==> src/rtl/bp_pkg.sv <==
// Shared encodings and the saturating-counter step for the branch predictor.
package bp_pkg;

  localparam logic [1:0] CNT_SNT   = 2'b00;
  localparam logic [1:0] CNT_WNT   = 2'b01;
  localparam logic [1:0] CNT_WT    = 2'b10;
  localparam logic [1:0] CNT_ST    = 2'b11;
  localparam logic [1:0] CNT_RESET = CNT_WNT;

  function automatic logic [1:0] cnt_next(input logic [1:0] cnt, input logic taken);
    if (taken) return (cnt == CNT_ST)  ? CNT_ST  : cnt + 2'd1;
    else       return (cnt == CNT_SNT) ? CNT_SNT : cnt - 2'd1;
  endfunction

endpackage

==> src/rtl/pht_table.sv <==
// Pattern history table: 2^AW two-bit counters, async read, sync saturating update.
module pht_table
  import bp_pkg::*;
#(
  parameter int AW = 6
) (
  input  logic          clk,
  input  logic          rst,
  input  logic [AW-1:0] rd_idx,
  output logic [1:0]    rd_cnt,
  input  logic          we,
  input  logic [AW-1:0] wr_idx,
  input  logic          wr_taken
);

  localparam int DEPTH = 1 << AW;

  logic [DEPTH-1:0][1:0] mem_q, mem_d;

  // Read sees the stored value; a same-cycle write lands on the next edge.
  assign rd_cnt = mem_q[rd_idx];

  always_comb begin
    mem_d = mem_q;
    if (we) mem_d[wr_idx] = cnt_next(mem_q[wr_idx], wr_taken);
  end

  always_ff @(posedge clk or posedge rst) begin
    if (rst) mem_q <= {DEPTH{CNT_RESET}};
    else     mem_q <= mem_d;
  end

endmodule

==> src/rtl/branch_predictor.sv <==
// Decode-stage direction predictor with Execute-stage training and succE report.
// Define BP_GSHARE_EN to XOR committed global history into the table index.
module branch_predictor
  import bp_pkg::*;
#(
  parameter int PHT_AW = 6,
  parameter int PC_W   = 32
) (
  input  logic            clk,
  input  logic            rst,
  input  logic [PC_W-1:0] pcD,
  input  logic            branchD,
  input  logic            stallE,
  input  logic            flushE,
  input  logic            branchE,
  input  logic            actual_takeE,
  output logic            pred_takeD,
  output logic            succE
);

  logic [PHT_AW-1:0] idx_d;
  logic [1:0]        rd_cnt;
  logic              train;

  logic              ve_q, ve_d;
  logic [PHT_AW-1:0] idxe_q, idxe_d;
  logic              prede_q, prede_d;

  logic unused_pc;
  assign unused_pc = ^{pcD[PC_W-1:PHT_AW+2], pcD[1:0]};

  assign train = ve_q & branchE & ~stallE;

`ifdef BP_GSHARE_EN
  logic [PHT_AW-1:0] ghr_q, ghr_d, ghre_q, ghre_d;
  logic              unused_ghre;
  assign unused_ghre = ^ghre_q;

  assign idx_d = pcD[PHT_AW+1:2] ^ ghr_q;

  // History is committed at resolution, so it only advances with training.
  always_comb begin
    ghr_d = ghr_q;
    if (train) ghr_d = {ghr_q[PHT_AW-2:0], actual_takeE};
  end

  always_ff @(posedge clk or posedge rst) begin
    if (rst) ghr_q <= '0;
    else     ghr_q <= ghr_d;
  end
`else
  assign idx_d = pcD[PHT_AW+1:2];
`endif

  pht_table #(.AW(PHT_AW)) u_pht (
    .clk      (clk),
    .rst      (rst),
    .rd_idx   (idx_d),
    .rd_cnt   (rd_cnt),
    .we       (train),
    .wr_idx   (idxe_q),
    .wr_taken (actual_takeE)
  );

  assign pred_takeD = branchD & rd_cnt[1];

  // Stall dominates flush so a held branch is neither lost nor duplicated.
  always_comb begin
    ve_d    = ve_q;
    idxe_d  = idxe_q;
    prede_d = prede_q;
`ifdef BP_GSHARE_EN
    ghre_d  = ghre_q;
`endif
    if (!stallE) begin
      if (flushE) begin
        ve_d    = 1'b0;
        idxe_d  = '0;
        prede_d = 1'b0;
`ifdef BP_GSHARE_EN
        ghre_d  = '0;
`endif
      end else begin
        ve_d    = branchD;
        idxe_d  = idx_d;
        prede_d = pred_takeD;
`ifdef BP_GSHARE_EN
        ghre_d  = ghr_q;
`endif
      end
    end
  end

  always_ff @(posedge clk or posedge rst) begin
    if (rst) begin
      ve_q    <= 1'b0;
      idxe_q  <= '0;
      prede_q <= 1'b0;
`ifdef BP_GSHARE_EN
      ghre_q  <= '0;
`endif
    end else begin
      ve_q    <= ve_d;
      idxe_q  <= idxe_d;
      prede_q <= prede_d;
`ifdef BP_GSHARE_EN
      ghre_q  <= ghre_d;
`endif
    end
  end

  assign succE = ~(ve_q & branchE) | (prede_q == actual_takeE);

endmodule
==> config.mk <==
export PLATFORM = sky130hd
export DESIGN_NAME = branch_predictor
export DESIGN_NICKNAME = d
export VERILOG_FILES = /design/src/rtl/bp_pkg.sv /design/src/rtl/pht_table.sv /design/src/rtl/branch_predictor.sv
export SDC_FILE = /design/constraint.sdc
export NUM_CORES = 1
export LEC_CHECK = 0
export BUFFER_PORTS_ARGS = -buffer_cell sky130_fd_sc_hd__buf_2
export CORE_MARGIN = 5
export CORE_UTILIZATION = 62
export CTS_BUF_LIST = sky130_fd_sc_hd__clkbuf_4 sky130_fd_sc_hd__clkbuf_8
export CTS_CLUSTER_DIAMETER = 30
export DETAILED_ROUTE_END_ITERATION = 8
export PLACE_DENSITY = 0.87
export SLEW_MARGIN = 40
export SYNTH_ARGS = -nofsm -noshare
export SYNTH_HDL_FRONTEND = slang
export SYNTH_SLANG_ARGS = --single-unit
==> constraint.sdc <==
create_clock -name clk -period 4.44 [get_ports clk]
set_input_delay 0.222 -clock clk [delete_from_list [all_inputs] [get_ports clk]]
set_output_delay 0.222 -clock clk [all_outputs]
set_load 0.01 [all_outputs]
==> results.py, run 1 <==
metrics = {
    "status": {
        "status": "finished, final reports clean",
    },
    "placed_design": {
        "post-dp-hpwl_um": 12900,
        "place.port_buffers": 14,
        "gp_congestion": 0.974,
        "post_dp_cell_area_um2": 7270,
    },
    "clock_tree": {
        "cts_setup_buffers": 0,
        "clk_pin_slew_ns": 0.08,
        "cts_resized": 0,
        "tritoncts": "built",
        "numCtsBuffers": 17,
        "h-tree-depth": 4,
        "cts.sinks": 136,
        "clock-root-buffer": "clkbuf_8",
        "cts_buffer_depth": 2,
        "clock_latency_ns": 0.47,
        "cts_hold_buffers": 3,
    },
    "detailed_routing": {
        "ant_nets": 0,
        "dr.pass1.iters": 6,
        "wl_um": 20100,
        "drt-vias-per-instance": 7.23,
        "drc": 0,
        "wl_per_cell_um": 23.6,
        "vias": 6162,
        "drtIter0Drc": 981,
    },
    "finish": {
        "num_antenna_cells": 0,
        "layout-drive-gt1-share": 0.254,
        "syn_to_final_growth_pct": 8.50,
        "fin_util": 0.679,
        "fillCellCount": 810,
        "fin_nets": 735,
        "design_area_um2": 7680,
    },
    "worst_setup_path": {
        "reg2reg_slack_ns": 0.50,
        "worst-path-max-fanout": 35,
        "cp.required_ns": 4.76,
        "startpoint_type": "flop",
        "rr_startpoint": "idxe_q[0]",
        "r2r-end": "u_pht.mem_q[25]",
        "worstPathArrival_ns": 4.26,
        "rr_worst_depth": 10,
        "crit_type": "reg -> reg",
        "end_kind": "flop",
    },
    "synthesis": {
        "synth_edf_count": 0,
        "syn_area_um2": 7080,
        "yosys_warnings": 0,
        "synth_nets": 736,
        "avgSynthCellArea_um2": 10.2,
        "ys.flop_type": "dfrtp_1",
        "ys_seq_area_frac": 0.492,
        "synth-seq-cells": 136,
        "syn_inst": 697,
        "synth.distinct_cells": 52,
        "ys_async_sr_fraction": 1.00,
    },
    "timing": {
        "worst_pin_slew_ns": 0.824,
        "setup_viol_count_final": 0,
        "setup-tns-final_ns": 0,
        "final_hold_viol_count": 0,
        "rsz0062_at_grt": "no",
        "drv_slew": 0,
        "skew_ns": 0.0147,
        "period_needed_ns": 3.94,
        "slew_headroom": 0.449,
        "min_period_over_period": 0.887,
        "fmax_ghz": 0.254,
    },
    "floorplanning": {
        "rows": 39,
        "pin_count": 41,
        "die_area_um2": 13700,
        "fp.dieW_um": 117,
        "dieHeight_um": 117,
        "core-area_um2": 11300,
        "initial_core_util": 0.626,
    },
    "min_path": {
        "hp-class": "in -> reg",
        "worstHoldEndpoint": "idxe_q[4]",
        "hp-start": "pcD[6]",
        "hold_depth": 3,
    },
    "grt": {
        "grt_pass1_wl_um": 31900,
        "grt_pass1_vias": 6047,
        "grt_overflow": 0,
        "grt.total_usage": 0.311,
        "grt_max_degree": 51,
        "antenna_found_initial": 0,
    },
    "run": {
        "drv_cap": 0,
    },
    "power_and_ir_drop": {
        "pwr_density_cell_nw_per_um2": 377,
        "vdd_drop_max_uv": 397,
        "cellLeakagePower_nw": 3.01,
        "finalPower_mw": 2.90,
    },
}
==> cell type report <==
class / instances / area (µm²) / share of cell area
clock buffers: 29 / 349 / 0.0454
repair buffers: 35 / 277 / 0.0360
well taps: 143 / 179 / 0.0233
multi-input cells: 503 / 3370 / 0.438
clock inverters: 3 / 15.0 / 0.00195
inverters: 3 / 13.8 / 0.00179
flip-flops and latches: 136 / 3480 / 0.453
==> critical path, stage by stage (launching register included) <==
cell,delay [ns]
dfrtp_1,0.82
buf_4,0.38
nor2_1,0.22
a22o_1,0.29
a222oi_1,0.36
a21oi_1,0.15
or2_2,0.41
o21ai_4,0.52
buf_6,0.25
buf_12,0.21
a31oi_1,0.12
==> state kept, by name, summed over array words and instances (netlist names) <==
register     flops
idxe_q           6
ve_q             1
u_pht.mem_q    128
prede_q          1
==> cells in the mapped netlist, drive strengths merged (5+ instances only) <==
library cell  number  share of area
dfrtp             72           0.25
clkbuf            20          0.011
o21ai              7         0.0055
a21oi              8         0.0057
nor2b              6         0.0053
mux2              10          0.016
a221o              5         0.0071
nor2             200           0.11
mux4              30          0.095
and2               5         0.0044
nand2             16         0.0085
a221oi             9          0.012
a31oi            131           0.12
buf               35          0.024
a22o               8         0.0099
nand3              5         0.0035
dfstp             64           0.24
mux2i             14          0.020
==> power by group <==
| group | switching (mW) | internal, mW |
|---|---|---|
| combinational | 0.353 | 0.193 |
| sequential | 0.0690 | 1.33 |
| clock | 0.460 | 0.493 |
| total | 0.882 | 2.02 |
==> cells in the final DEF, fill, tap and decap left out, types with 3 or more instances in the layout <==
master | synthesis | layout
a21o_1 | 3 | 3
a21oi_1 | 8 | 8
a221o_1 | 5 | 5
a221oi_1 | 8 | 8
a22o_1 | 8 | 8
a22oi_1 | 3 | 3
a31oi_1 | 131 | 131
a32oi_1 | 3 | 3
and2_1 | 5 | 5
buf_12 | 0 | 3
buf_2 | 28 | 14
buf_4 | 1 | 14
clkbuf_4 | 0 | 8
clkbuf_8 | 0 | 21
clkinv_2 | 0 | 3
dfrtp_1 | 72 | 72
dfstp_2 | 64 | 64
dlygate4sd3_1 | 0 | 3
mux2_2 | 9 | 9
mux2i_1 | 14 | 14
mux4_2 | 30 | 30
nand2_1 | 16 | 16
nand3_1 | 5 | 5
nand3b_1 | 4 | 4
nor2_1 | 200 | 200
nor2b_1 | 6 | 6
nor3_1 | 3 | 3
nor3b_1 | 3 | 3
o21ai_0 | 5 | 5
or2_2 | 3 | 3
==> metrics by stage <==
stage                     hold slack [ns]  setup WS, ns  cells
after floorplan                     0.329         0.684    697
after global placement              0.322         0.681    816
after detailed placement            0.333         0.607    816
after CTS                          0.0226         0.602    851
after global routing               0.0449         0.450    852
final                              0.0347         0.500    852
==> cell families after synthesis <==
family | synth area share
flops | 0.492
buf+inv | 0.0362
xor+xnor | 0.00124
simple gates | 0.148
mux | 0.131
compound gates | 0.191
==> layer usage <==
metal / wire, µm / vias up / track usage
met5: 0 / - / 0
met4: 1040 / 0 / 0.167
met3: 2710 / 122 / 0.117
met2: 9020 / 543 / 0.456
met1: 7350 / 2885 / 0.403
li1: - / 2612 / -
==> how the worst max path moves through the flow <==
stage	startpoint	to	slack, ns	depth (start not counted)
floorplan	rst	idxe_q[0]	0.68	1
global placement	idxe_q[0]	u_pht.mem_q[101]	0.68	9
detailed placement	idxe_q[0]	u_pht.mem_q[49]	0.61	9
CTS	idxe_q[0]	u_pht.mem_q[25]	0.60	9
global route	idxe_q[0]	u_pht.mem_q[73]	0.45	10
finish	idxe_q[0]	u_pht.mem_q[25]	0.50	10
Power figures use the tool's default switching activity.
==> inputs of run 2 (changes only) <==
--- a/config.mk
+++ b/config.mk
@@ -11,6 +11,8 @@
 export CTS_BUF_LIST = sky130_fd_sc_hd__clkbuf_4 sky130_fd_sc_hd__clkbuf_8
 export CTS_CLUSTER_DIAMETER = 30
 export DETAILED_ROUTE_END_ITERATION = 8
+export GPL_ROUTABILITY_DRIVEN = 0
+export GPL_TIMING_DRIVEN = 0
 export PLACE_DENSITY = 0.87
 export SLEW_MARGIN = 40
 export SYNTH_ARGS = -nofsm -noshare
==> run 2 against run 1 <==
Compared with the run above:
- fmax is 3.7% lower
- wire length is 6.8% higher
- sequential power hardly changed
- die area stayed put
==> results.py, run 2 (synthesis gave the netlist of run 1 again) <==
metrics = {
    "status": {
        "status": "finished, final reports clean",
    },
    "power_and_ir_drop": {
        "cellLeakagePower_nw": 3.06,
        "pwr_density_cell_nw_per_um2": 397,
        "vdd_drop_max_uv": 365,
        "finalPower_mw": 3.12,
    },
    "finish": {
        "fillCellCount": 803,
        "largest_register_ffs": 128,
        "final_common_cell": "nor2_1",
        "layout-drive-gt1-share": 0.254,
        "largestRegisters": "u_pht.mem_q x128, idxe_q x6",
        "regMostFlops": "u_pht.mem_q",
        "layout_common_cells": "200 x nor2_1, 131 x a31oi_1, 72 x dfrtp_1",
        "num_antenna_cells": 0,
        "stdcell_count": 887,
        "syn_to_final_growth_pct": 10.8,
        "fin_nets": 770,
    },
    "timing": {
        "setup_viol_count_final": 0,
        "worst_pin_slew_ns": 0.894,
        "min_period_over_period": 0.922,
        "setup-tns-final_ns": 0,
        "setup_ws_ns": 0.347,
        "drv_slew": 0,
        "slew_headroom": 0.404,
        "fmax_ghz": 0.244,
        "hold_ws_ns": 0.0473,
        "rsz0062_at_grt": "no",
        "skew_ns": 0.0145,
        "final_hold_viol_count": 0,
        "period_needed_ns": 4.09,
    },
    "clock_tree": {
        "cts_resized": 0,
        "clock_latency_ns": 0.47,
        "clock-root-buffer": "clkbuf_8",
        "cts.sinks": 136,
        "cts_buffer_depth": 2,
        "h-tree-depth": 4,
        "clk_pin_slew_ns": 0.07,
        "tritoncts": "built",
        "numCtsBuffers": 17,
    },
    "detailed_routing": {
        "wl_um": 21500,
        "wl_per_cell_um": 24.2,
        "drtIter0Drc": 1304,
        "top_layer": "met4",
        "wl_met2_um": 9280,
        "drc": 0,
        "vias": 6447,
        "dr.pass1.iters": 6,
        "wl_met3_um": 3140,
        "ant_nets": 0,
        "drt-met1-wl_um": 7520,
        "drt-vias-per-instance": 7.27,
    },
    "worst_setup_path": {
        "crit_path_cell_trace": "buf_2, buf_2, buf_2, mux2i_1, nor2_1, o21ai_0, a21oi_1, or4_1, o31ai_4, buf_2, a31oi_1",
        "cpMaxStageDelayCell": "or4_1",
        "end_kind": "flop",
        "cp.required_ns": 4.77,
        "cp_common_cell": "buf_2",
        "crit_type": "reg -> reg",
        "worst-path-max-fanout": 10,
        "worstPathArrival_ns": 4.43,
        "startpoint_type": "flop",
        "crit_path_max_incr_delay_ns": 0.62,
    },
    "placed_design": {
        "dp_slack_ns": 0.548,
        "place.port_buffers": 11,
        "dp.cells": 852,
        "post-dp-hpwl_um": 14200,
    },
    "grt": {
        "grt_pass1_wl_um": 33600,
        "grt.total_usage": 0.332,
        "grt_overflow": 0,
        "antenna_found_initial": 0,
        "grt_max_degree": 81,
        "grt_pass1_vias": 6246,
    },
    "floorplanning": {
        "rows": 39,
        "pin_count": 41,
        "dieHeight_um": 117,
        "core-area_um2": 11300,
        "initial_core_util": 0.626,
        "fp.dieW_um": 117,
        "die_area_um2": 13700,
    },
    "min_path": {
        "hp-class": "in -> reg",
    },
    "run": {
        "drv_cap": 0,
    },
}
-- run 2: changes by cell type in the layout (fill, tap and decap cells not counted), sizes merged --
cell / previous run / this run
bufinv: 0 / 4
clkbuf: 29 / 42
clkinv: 3 / 1
buf: 32 / 47
clkinvlp: 0 / 5
-- run 2: power breakdown --
| group | internal [mW] | switching [mW] |
|---|---|---|
| clock | 0.678 | 0.484 |
| sequential | 1.33 | 0.0540 |
| combinational | 0.186 | 0.384 |
-- run 2: cell type report --
cell class / count / area, µm² / area share
flip-flops and latches: 136 / 3480 / 0.444
multi-input cells: 503 / 3350 / 0.426
clock buffers: 22 / 297 / 0.0378
plain buffers: 55 / 246 / 0.0314
well taps: 143 / 179 / 0.0228
clock inverters: 10 / 166 / 0.0212
repair buffers: 15 / 113 / 0.0143
inverters: 3 / 18.8 / 0.00239
-- run 2: worst paths after layout --
kind	start	to	slack, ns	cells after the start
setup / recovery	idxe_q[1]	u_pht.mem_q[65]	0.35	11
hold / removal	pcD[6]	idxe_q[4]	0.05	3
setup reg to reg	idxe_q[1]	u_pht.mem_q[65]	0.35	11
hold reg to reg	u_pht.mem_q[34]	u_pht.mem_q[34]	0.50	2
max in group asynchronous	rst	u_pht.mem_q[110]	3.38	4
min in group asynchronous	rst	u_pht.mem_q[29]	0.31	3
-- run 2: critical path, delay by kind of cell, from the launching register on --
| kind | cells | cell delay (ns) |
|---|---|---|
| AO/OA/AOI/OAI | 4 | 1.07 |
| flip-flops | 1 | 0.38 |
| buffers and inverters | 4 | 1.51 |
| multiplexers | 1 | 0.32 |
| AND/OR/NAND/NOR | 2 | 0.68 |
-- run 2: what timing repair did --
action | 4_1_cts | 5_1_grt
endpoints found under the hold margin | 28 | 0
hold buffers | 3 | 0
setup buffers | 0 | 0
-- run 2: stage by stage --
| step | util | instance area, µm² |
|---|---|---|
| global placement | 0.646 | 7320 |
| floorplan | - | 7080 |
| detailed placement | 0.650 | 7360 |
| CTS | 0.693 | 7850 |
| finish | 0.693 | 7850 |
| global route | 0.693 | 7850 |
-- run 2: routing by layer --
layer / track usage / up-vias
met2: 0.476 / 567
met3: 0.114 / 163
met1: 0.428 / 3040
met4: 0.225 / 0
met5: 0 / -
li1: - / 2677
==> inputs of run 3 (changes only) <==
==> config.mk (replaced) <==
export PLATFORM = sky130hd
export DESIGN_NAME = branch_predictor
export DESIGN_NICKNAME = d
export VERILOG_FILES = /design/src/rtl/bp_pkg.sv /design/src/rtl/pht_table.sv /design/src/rtl/branch_predictor.sv
export SDC_FILE = /design/constraint.sdc
export NUM_CORES = 1
export LEC_CHECK = 0
export BUFFER_PORTS_ARGS = -buffer_cell sky130_fd_sc_hd__buf_4
export CORE_MARGIN = 5
export CORE_UTILIZATION = 61
export CTS_CLUSTER_DIAMETER = 30
export DETAILED_ROUTE_END_ITERATION = 8
export GPL_ROUTABILITY_DRIVEN = 0
export GPL_TIMING_DRIVEN = 0
export PLACE_DENSITY = 0.86
export SLEW_MARGIN = 40
export SYNTH_ARGS = -nofsm -noshare
export SYNTH_HDL_FRONTEND = slang
export SYNTH_SLANG_ARGS = --single-unit
==> run 3 against run 2 <==
Compared with the run above:
- clock power is 22% higher
- first-iteration DRC count shrank 15%
- clock skew is 0.0041 ns lower
- highest routed layer unchanged
- largest cell class unchanged
- core utilization rose by 0.63 points
- global-route usage decreased by 1.1 points
- combinational power about the same
- hold slack got worse by 0.036 ns
- total power up 8.3%
- sequential power is essentially flat
==> results.py, run 3 (synthesis gave the netlist of run 1 again) <==
metrics = {
    "status": {
        "status": "finished, final reports clean",
    },
    "worst_setup_path": {
        "crit_type": "reg -> reg",
        "cp.required_ns": 4.74,
        "rr_startpoint": "idxe_q[1]",
        "startpoint_type": "flop",
        "end_kind": "flop",
        "r2r-end": "u_pht.mem_q[61]",
        "worstPathArrival_ns": 4.34,
        "rr_worst_depth": 11,
        "reg2reg_slack_ns": 0.39,
        "worst-path-max-fanout": 10,
    },
    "detailed_routing": {
        "drt-vias-per-instance": 7.34,
        "wl_met3_um": 3210,
        "ant_nets": 0,
        "drc": 0,
        "drt-met1-wl_um": 7570,
        "wl_per_cell_um": 24.8,
        "drtIter0Drc": 1114,
        "wl_um": 21900,
        "vias": 6494,
        "wl_met2_um": 9600,
        "top_layer": "met4",
        "dr.pass1.iters": 7,
    },
    "finish": {
        "final_common_cell": "nor2_1",
        "largest_register_ffs": 128,
        "regMostFlops": "u_pht.mem_q",
        "layout-drive-gt1-share": 0.249,
        "fin_nets": 768,
        "num_antenna_cells": 0,
        "seq_area_um2": 3480,
        "syn_to_final_growth_pct": 12.8,
        "design_area_um2": 7990,
        "fillCellCount": 783,
        "layout_common_cells": "200 x nor2_1, 131 x a31oi_1, 72 x dfrtp_1",
        "largestRegisters": "u_pht.mem_q x128, idxe_q x6",
        "stdcell_count": 885,
        "multi_input_area_um2": 3350,
    },
    "floorplanning": {
        "dieHeight_um": 118,
        "rows": 39,
        "core-area_um2": 11400,
        "fp.dieW_um": 118,
        "initial_core_util": 0.620,
        "pin_count": 41,
        "die_area_um2": 13900,
    },
    "run": {
        "drv_cap": 0,
    },
    "timing": {
        "rsz0062_at_grt": "no",
        "worst_pin_slew_ns": 0.779,
        "min_period_over_period": 0.911,
        "drv_slew": 0,
        "skew_ns": 0.0104,
        "final_hold_viol_count": 0,
        "period_needed_ns": 4.05,
        "setup_viol_count_final": 0,
        "slew_headroom": 0.481,
        "fmax_ghz": 0.247,
    },
    "clock_tree": {
        "cts_buffer_depth": 2,
        "cts.sinks": 136,
        "clock-root-buffer": "clkbuf_16",
        "clk_pin_slew_ns": 0.06,
        "h-tree-depth": 4,
        "tritoncts": "built",
        "clock_latency_ns": 0.43,
        "numCtsBuffers": 17,
        "cts_setup_buffers": 0,
    },
    "min_path": {
        "worstHoldEndpoint": "idxe_q[4]",
        "hold_depth": 2,
        "hp-start": "flushE",
        "hp-class": "in -> reg",
    },
    "power_and_ir_drop": {
        "finalPower_mw": 3.38,
        "pwr_density_cell_nw_per_um2": 422,
        "vdd_drop_max_uv": 410,
        "cellLeakagePower_nw": 3.14,
    },
    "grt": {
        "grt_pass1_wl_um": 34800,
        "grt_max_degree": 70,
        "antenna_found_initial": 0,
        "grt.total_usage": 0.322,
        "grt_overflow": 0,
        "grt_pass1_vias": 6412,
    },
    "placed_design": {
        "post-dp-hpwl_um": 14400,
        "place.port_buffers": 11,
        "dp.cells": 852,
        "post_dp_cell_area_um2": 7380,
    },
}
==> run 3: changes by cell type in the layout (fill, tap and decap cells not counted), sizes merged <==
cell	delta
clkinvlp	-4
clkbuf	+3
bufinv	-2
clkinv	+2
dlygate4sd3	-2
inv	+1
==> run 3: worst max path at each step <==
stage | to | cells after the start | slack, ns | start
2_1_floorplan | idxe_q[0] | 1 | 0.68 | rst
3_3_place_gp | u_pht.mem_q[105] | 2 | -0.53 | rst
3_5_place_dp | u_pht.mem_q[87] | 11 | 0.55 | idxe_q[1]
4_1_cts | u_pht.mem_q[63] | 11 | 0.52 | idxe_q[1]
5_1_grt | u_pht.mem_q[61] | 11 | 0.27 | idxe_q[1]
6_report | u_pht.mem_q[61] | 11 | 0.39 | idxe_q[1]
==> run 3: critical path: stages, from the launching register on <==
cell and delay, ns:
dfrtp_1 0.37, buf_2 0.35, buf_2 0.41, buf_2 0.38, mux2i_1 0.30, nor2_1 0.06, o21ai_0 0.23, a21oi_1 0.12
or4_1 0.63, o31ai_4 0.58, buf_2 0.36, a31oi_1 0.13
==> run 3: cell type report <==
type,count,share of cell area
repair buffers,13,0.0150
plain buffers,55,0.0309
clock buffers,25,0.0634
inverters,3,0.00235
well taps,143,0.0224
clock inverters,7,0.0111
multi-input cells,503,0.419
flip-flops and latches,136,0.436
==> run 3: report_power, final <==
group          leakage, nW  switching [mW]  internal (mW)  total (mW)
clock network        0.293           0.518          0.901        1.42
logic                 1.19           0.384          0.187       0.571
registers             1.65          0.0519           1.33        1.38
total                 3.14           0.954           2.42        3.38
==> run 3: metrics by stage <==
step / hold WS, ns / utilization / setup slack, ns / TNS [ns]
2_1_floorplan: 0.329 / - / 0.684 / 0
3_3_place_gp: 0.436 / 0.643 / -0.527 / -37.54
3_5_place_dp: 0.289 / 0.647 / 0.549 / 0
4_1_cts: 0.00716 / 0.700 / 0.522 / 0
5_1_grt: 0.00956 / 0.700 / 0.267 / 0
6_report: 0.0112 / 0.700 / 0.395 / 0
==> run 3: routing by layer <==
metal  GRT usage  up-vias
li1            -     2679
met1       0.403     3080
met2       0.467      579
met3       0.129      156
met4       0.196        0
met5           0        -
==> run 3: timing repair <==
action,CTS,global route
resized for setup,0,0
hold buffers,1,0
hold endpoints to repair,33,0
